--- config.mk ---
export PLATFORM = sky130hd
export DESIGN_NAME = tinynpu_seq
export DESIGN_NICKNAME = d
export VERILOG_FILES = /design/src/rtl/tinynpu_seq.sv
export SDC_FILE = /design/constraint.sdc
export NUM_CORES = 1
export LEC_CHECK = 0
export BUFFER_PORTS_ARGS = -buffer_cell sky130_fd_sc_hd__buf_4
export CORE_ASPECT_RATIO = 1.1
export CORE_UTILIZATION = 30
export DETAILED_ROUTE_END_ITERATION = 7
export HOLD_SLACK_MARGIN = 0.1
export MAX_ROUTING_LAYER = met4
export PLACE_DENSITY_LB_ADDON = 0.08
export SLEW_MARGIN = 10
export SYNTH_ARGS = -nofsm -noshare
export SYNTH_HDL_FRONTEND = slang
export SYNTH_SLANG_ARGS = --single-unit
--- constraint.sdc ---
create_clock -name clk -period 1.8 [get_ports clk]
set_input_delay 0.36 -clock clk [delete_from_list [all_inputs] [get_ports clk]]
set_output_delay 0.36 -clock clk [all_outputs]
set_load 0.1 [all_outputs]
--- src/rtl/tinynpu_seq.sv ---
// tinynpu_seq: upstream command sequencer for the TinyNPU core.
// Turns a val/rdy byte stream (one SIZE x SIZE weight matrix, then num_vec
// input vectors) into the core's weight/input load, MAC and output strobes.
// Optional build macro: TINYNPU_SEQ_WREUSE_EN lets reuse_w skip the weight
// load when an earlier job already loaded weights since the last reset.
module tinynpu_seq #(
    parameter int SIZE       = 4,
    parameter int NBITS      = 8,
    parameter int MAC_CYCLES = 2 * SIZE
) (
    input  logic                    clk,
    input  logic                    rst,
    input  logic                    start,
    input  logic [7:0]              num_vec,
    input  logic                    reuse_w,
    input  logic [NBITS-1:0]        in_msg,
    input  logic                    in_val,
    output logic                    in_rdy,
    output logic [NBITS-1:0]        w_in,
    output logic                    w_load_val,
    output logic [$clog2(SIZE)-1:0] w_load_sel,
    output logic [NBITS-1:0]        x_in,
    output logic                    x_load_val,
    output logic                    mac_val,
    output logic                    out_val,
    output logic                    busy,
    output logic                    done,
    output logic [2:0]              trace_state
);
    localparam int SW   = $clog2(SIZE);
    localparam int CW   = 2 * SW;  // SIZE is a power of two, so SIZE*SIZE words need 2*SW bits
    localparam int TMAX = (MAC_CYCLES > SIZE) ? MAC_CYCLES : SIZE;
    localparam int TW   = $clog2(TMAX) + 1;

    localparam logic [CW-1:0] W_LAST   = CW'(SIZE * SIZE - 1);
    localparam logic [CW-1:0] X_LAST   = CW'(SIZE - 1);
    localparam logic [TW-1:0] MAC_LAST = TW'(MAC_CYCLES - 1);
    localparam logic [TW-1:0] OUT_LAST = TW'(SIZE - 1);

    typedef enum logic [2:0] {
        IDLE   = 3'd0,
        LOAD_W = 3'd1,
        LOAD_X = 3'd2,
        MAC    = 3'd3,
        OUT    = 3'd4
    } state_t;

    state_t           state_reg, state_next;
    logic [CW-1:0]    cnt_reg, cnt_next;      // word index within the current load phase
    logic [TW-1:0]    tmr_reg, tmr_next;      // cycle index within MAC / OUT
    logic [7:0]       vec_reg, vec_next;      // vectors still to process
    logic             w_loaded_reg;
    logic             fin;                    // job completes this cycle
    logic             done_pend_reg;
    logic             hs;
    logic             reuse_eff;
    logic [7:0]       vec_dec;

    logic [NBITS-1:0] w_in_reg, x_in_reg;
    logic [SW-1:0]    w_sel_reg;
    logic             w_val_reg, x_val_reg, mac_reg, out_reg, done_reg;

`ifdef TINYNPU_SEQ_WREUSE_EN
    assign reuse_eff = reuse_w & w_loaded_reg;
`else
    // Reuse is compiled out: the port and flag exist but never steer the FSM.
    logic unused_reuse;
    assign unused_reuse = reuse_w ^ w_loaded_reg;
    assign reuse_eff    = 1'b0;
`endif

    assign in_rdy      = (state_reg == LOAD_W) || (state_reg == LOAD_X);
    assign hs          = in_val & in_rdy;
    assign busy        = (state_reg != IDLE);
    assign trace_state = state_reg;
    assign vec_dec     = vec_reg - 8'd1;

    assign w_in       = w_in_reg;
    assign w_load_val = w_val_reg;
    assign w_load_sel = w_sel_reg;
    assign x_in       = x_in_reg;
    assign x_load_val = x_val_reg;
    assign mac_val    = mac_reg;
    assign out_val    = out_reg;
    assign done       = done_reg;

    // Next-state, counter and completion logic.
    always_comb begin
        state_next = state_reg;
        cnt_next   = cnt_reg;
        tmr_next   = tmr_reg;
        vec_next   = vec_reg;
        fin        = 1'b0;
        case (state_reg)
            IDLE: begin
                if (start) begin
                    vec_next = num_vec;
                    cnt_next = '0;
                    tmr_next = '0;
                    if (!reuse_eff) begin
                        state_next = LOAD_W;
                    end else if (num_vec == 8'd0) begin
                        fin = 1'b1;
                    end else begin
                        state_next = LOAD_X;
                    end
                end
            end
            LOAD_W: begin
                if (hs) begin
                    cnt_next = cnt_reg + 1'b1;
                    if (cnt_reg == W_LAST) begin
                        cnt_next = '0;
                        if (vec_reg == 8'd0) begin
                            state_next = IDLE;
                            fin        = 1'b1;
                        end else begin
                            state_next = LOAD_X;
                        end
                    end
                end
            end
            LOAD_X: begin
                if (hs) begin
                    cnt_next = cnt_reg + 1'b1;
                    if (cnt_reg == X_LAST) begin
                        cnt_next   = '0;
                        tmr_next   = '0;
                        state_next = MAC;
                    end
                end
            end
            MAC: begin
                tmr_next = tmr_reg + 1'b1;
                if (tmr_reg == MAC_LAST) begin
                    tmr_next   = '0;
                    state_next = OUT;
                end
            end
            OUT: begin
                tmr_next = tmr_reg + 1'b1;
                if (tmr_reg == OUT_LAST) begin
                    tmr_next = '0;
                    vec_next = vec_dec;
                    if (vec_dec != 8'd0) begin
                        state_next = LOAD_X;
                    end else begin
                        state_next = IDLE;
                        fin        = 1'b1;
                    end
                end
            end
            default: state_next = IDLE;
        endcase
    end

    // State, counters and the sticky weights-loaded flag.
    always_ff @(posedge clk) begin
        if (rst) begin
            state_reg    <= IDLE;
            cnt_reg      <= '0;
            tmr_reg      <= '0;
            vec_reg      <= '0;
            w_loaded_reg <= 1'b0;
        end else begin
            state_reg <= state_next;
            cnt_reg   <= cnt_next;
            tmr_reg   <= tmr_next;
            vec_reg   <= vec_next;
            if (state_reg == LOAD_W && hs && cnt_reg == W_LAST) begin
                w_loaded_reg <= 1'b1;
            end
        end
    end

    // Registered strobes and data; done trails the final out_val by one cycle.
    always_ff @(posedge clk) begin
        if (rst) begin
            w_in_reg      <= '0;
            x_in_reg      <= '0;
            w_sel_reg     <= '0;
            w_val_reg     <= 1'b0;
            x_val_reg     <= 1'b0;
            mac_reg       <= 1'b0;
            out_reg       <= 1'b0;
            done_pend_reg <= 1'b0;
            done_reg      <= 1'b0;
        end else begin
            w_val_reg     <= (state_reg == LOAD_W) && hs;
            x_val_reg     <= (state_reg == LOAD_X) && hs;
            mac_reg       <= (state_reg == MAC);
            out_reg       <= (state_reg == OUT);
            done_pend_reg <= fin;
            done_reg      <= done_pend_reg;
            if (state_reg == LOAD_W && hs) begin
                w_in_reg  <= in_msg;
                w_sel_reg <= cnt_reg[CW-1:SW];
            end
            if (state_reg == LOAD_X && hs) begin
                x_in_reg <= in_msg;
            end
        end
    end
endmodule

==> out/qor.yml <==
timing:
  rsz0062_at_grt: "yes"
  finalClockSkew_ns: 0.00502
  worst_pin_slew_ns: 0.472
  timing.hold.ws_ns: 0.309
  period_share_pct: 96.5
  slew_headroom_pct: 68.5
  fin_tns_setup_ns: 0
  finalHoldViolations: 0
  max_clock_freq_mhz: 576
  post-route-min-period_ns: 1.74
  setup_viol: 0
  final_max_slew_viol_count: 0
cells_and_area:
  final_common_cell: "buf_4"
  mostFrequentLayoutCells: "57 x buf_4, 41 x nand2_1, 40 x dfxtp_1"
  drive_above_1_share_pct: 24.9
  regArea_um2: 872
  nets: 330
  multiInputGateArea_um2: 1090
  areaGrowthSynthToFinish_pct: 30.3
  fill_cells: 703
  diodes: 0
placement:
  dp_hpwl_um: 3450
  port_buffers: 47
  place.gp.congestion: 0.762
clock_tree:
  root_buffer: "clkbuf_8"
  clkLatencyLatePin_ns: 0.30
  cts_num_sinks: 43
  cts-htree-levels: 2
  clk_pin_slew_worst_paths_ns: 0.09
  numCtsBuffers: 5
  tritoncts: "built"
  cts_max_path_buffers: 2
power:
  p_sw_share_pct: 46.7
  p_sw_w: 0.00174
  ir_worst_vdd_uv: 948
  power_density_nw_per_um2: 1410
  seqPwrFrac_pct: 33.2
  power_frac_clock_pct: 16.8
  p_comb_share_pct: 50.0
  p_int_w: 0.00198
  p_leak_nw: 1.07
global_routing:
  grt_pass1_wl_um: 8390
  grt_util_all_layers_pct: 15.8
  antenna_found_initial: 0
  grt_max_degree: 44
  grt_pass1_vias: 1744
  grt.overflow.total: 0
floorplanning:
  core_area_um2: 6560
  pin_count: 49
  dieArea_um2: 7100
  rows: 31
  die_h_um: 88.3
  dieWidth_um: 80.4
  initial_core_util_pct: 31.0
worst_setup_path:
  path_class: "flop to output port"
  path_max_fanout: 9
  cp-start-kind: "flop"
  arrival_ns: 1.38
  end_kind: "output port"
  required_ns: 1.44
detailed_routing:
  viasPerCell: 4.95
  routedWlPerCell_um: 13.2
  drt_iter0_drc: 74
  via_count: 1914
  ant_nets: 0
  routed_wl_um: 5120
  dr.pass1.iters: 4
  drc: 0
run_status:
  status: "completed"
logic_synthesis:
  synth-edff-count: 0
  synth_cell_types: 40
  synth_seq_area_share_pct: 42.4
  synth_flop_cell: "dfxtp_1"
  syn_area_um2: 2030
  postSynthCellCount: 253
  yosysWarnings: 0
  syn_avg_cell_area_um2: 8.02
  ys_seq_elements: 43
  async_reset_ff_share_pct: 0
  synth_nets: 279
flow_run:
  cap_violations: 0
min_path:
  hp-class: "primary input to flop"
==> cells by family (layout without fill, tap and decap cells) <==
| group | count (synthesis) | after routing | share of synthesized area, % |
|---|---|---|---|
| simple gates | 110 | 110 | 26.3 |
| compound gates | 61 | 61 | 18.6 |
| flops | 43 | 43 | 42.4 |
| buf+inv | 24 | 76 | 5.06 |
| xor+xnor | 6 | 6 | 2.59 |
| fa+ha+maj | 5 | 5 | 3.08 |
| mux | 4 | 4 | 2.03 |
==> through the flow <==
step | utilization, % | total power [W] | worst slack (ns) | area [um^2] | cells
after floorplan | - | 0.00262 | -0.0125 | 2050 | 253
after global placement | 38.2 | 0.00302 | 0.0966 | 2510 | 376
after detailed placement | 38.2 | 0.00302 | 0.0744 | 2510 | 376
after CTS | 39.8 | 0.00371 | 0.0234 | 2610 | 384
after global routing | 40.4 | 0.00394 | -0.0419 | 2650 | 387
final | 40.4 | 0.00372 | 0.0629 | 2650 | 387
==> synthesized netlist by cell type, types with 2 or more instances <==
library cell | instances | area share [%]
nand2_1 | 41 | 7.6
a31oi_1 | 3 | 0.92
nor3_1 | 7 | 1.7
inv_1 | 8 | 1.5
o21ai_0 | 10 | 2.5
and2_1 | 2 | 0.62
xnor2_1 | 3 | 1.3
nand2b_1 | 7 | 2.2
a21oi_1 | 28 | 6.9
buf_2 | 4 | 0.99
and3_1 | 4 | 1.2
nor3b_1 | 2 | 0.74
a221oi_1 | 2 | 0.86
o221ai_1 | 3 | 1.3
a22oi_1 | 4 | 1.5
mux2i_1 | 3 | 1.5
dfxtp_1 | 43 | 42
o32a_1 | 2 | 0.99
ha_1 | 5 | 3.1
nor2b_1 | 4 | 1.2
nor2_1 | 22 | 4.1
or3_1 | 5 | 1.5
clkbuf_1 | 11 | 2.0
a211oi_1 | 3 | 1.1
nand3_1 | 8 | 2.0
nand4bb_1 | 2 | 1.1
xor2_1 | 3 | 1.3
nand4_1 | 2 | 0.62
==> area by class of cell <==
type | instances | share of cell area, %
multi-input cells | 186 | 41.1
well taps | 82 | 3.88
inverters | 8 | 1.14
clock buffers | 6 | 2.74
clock inverters | 2 | 0.426
repair buffers | 60 | 17.8
flip-flops and latches | 43 | 33.0
==> routing by layer <==
metal  vias up  track usage [%]  wire length [um]
met4         0             5.36                72
li1        984                -                 -
met1       897             20.4              2480
met5         -                -                 0
met3         6             2.47               148
met2        27             25.0              2420
==> timing repair <==
item                                    CTS  global route
resized for setup                         4             3
hold buffers                              0             0
cloned                                    0             0
hold endpoints to repair                  0             0
setup buffers                             0             3
pin swaps                                 0             1
endpoints found under the setup margin    1             6
==> worst max-delay path: stages, from the launching register on <==
cell and delay [ns]:
dfxtp_4 0.38, buf_6 0.14, or3_4 0.32, buf_4 0.24
==> path summary, 6_finish.rpt <==
kind / start / endpoint / slack (ns) / depth (start not counted)
worst max-delay path: trace_state[0]$_SDFFE_PP0P_ / busy / 0.06 / 3
worst min-delay path: in_msg[4] / w_in[4]$_SDFFE_PP0P_ / 0.31 / 3
worst max register to register: tmr_reg[0]$_SDFFE_PP0P_ / vec_reg[5]$_SDFFE_PP0P_ / 0.15 / 8
worst min register to register: done_pend_reg$_SDFF_PP0_ / done$_SDFF_PP0_ / 0.45 / 1
==> power by group through the flow <==
stage	Clock (W)	Combinational, W	Sequential (W)
after detailed placement	0	0.00177	0.00125
after floorplan	0	0.000956	0.00167
final	0.000626	0.00186	0.00123
after CTS	0.000651	0.00183	0.00123
after global placement	0	0.00177	0.00125
after global routing	0.000682	0.00201	0.00126
Power figures use the tool's default switching activity.
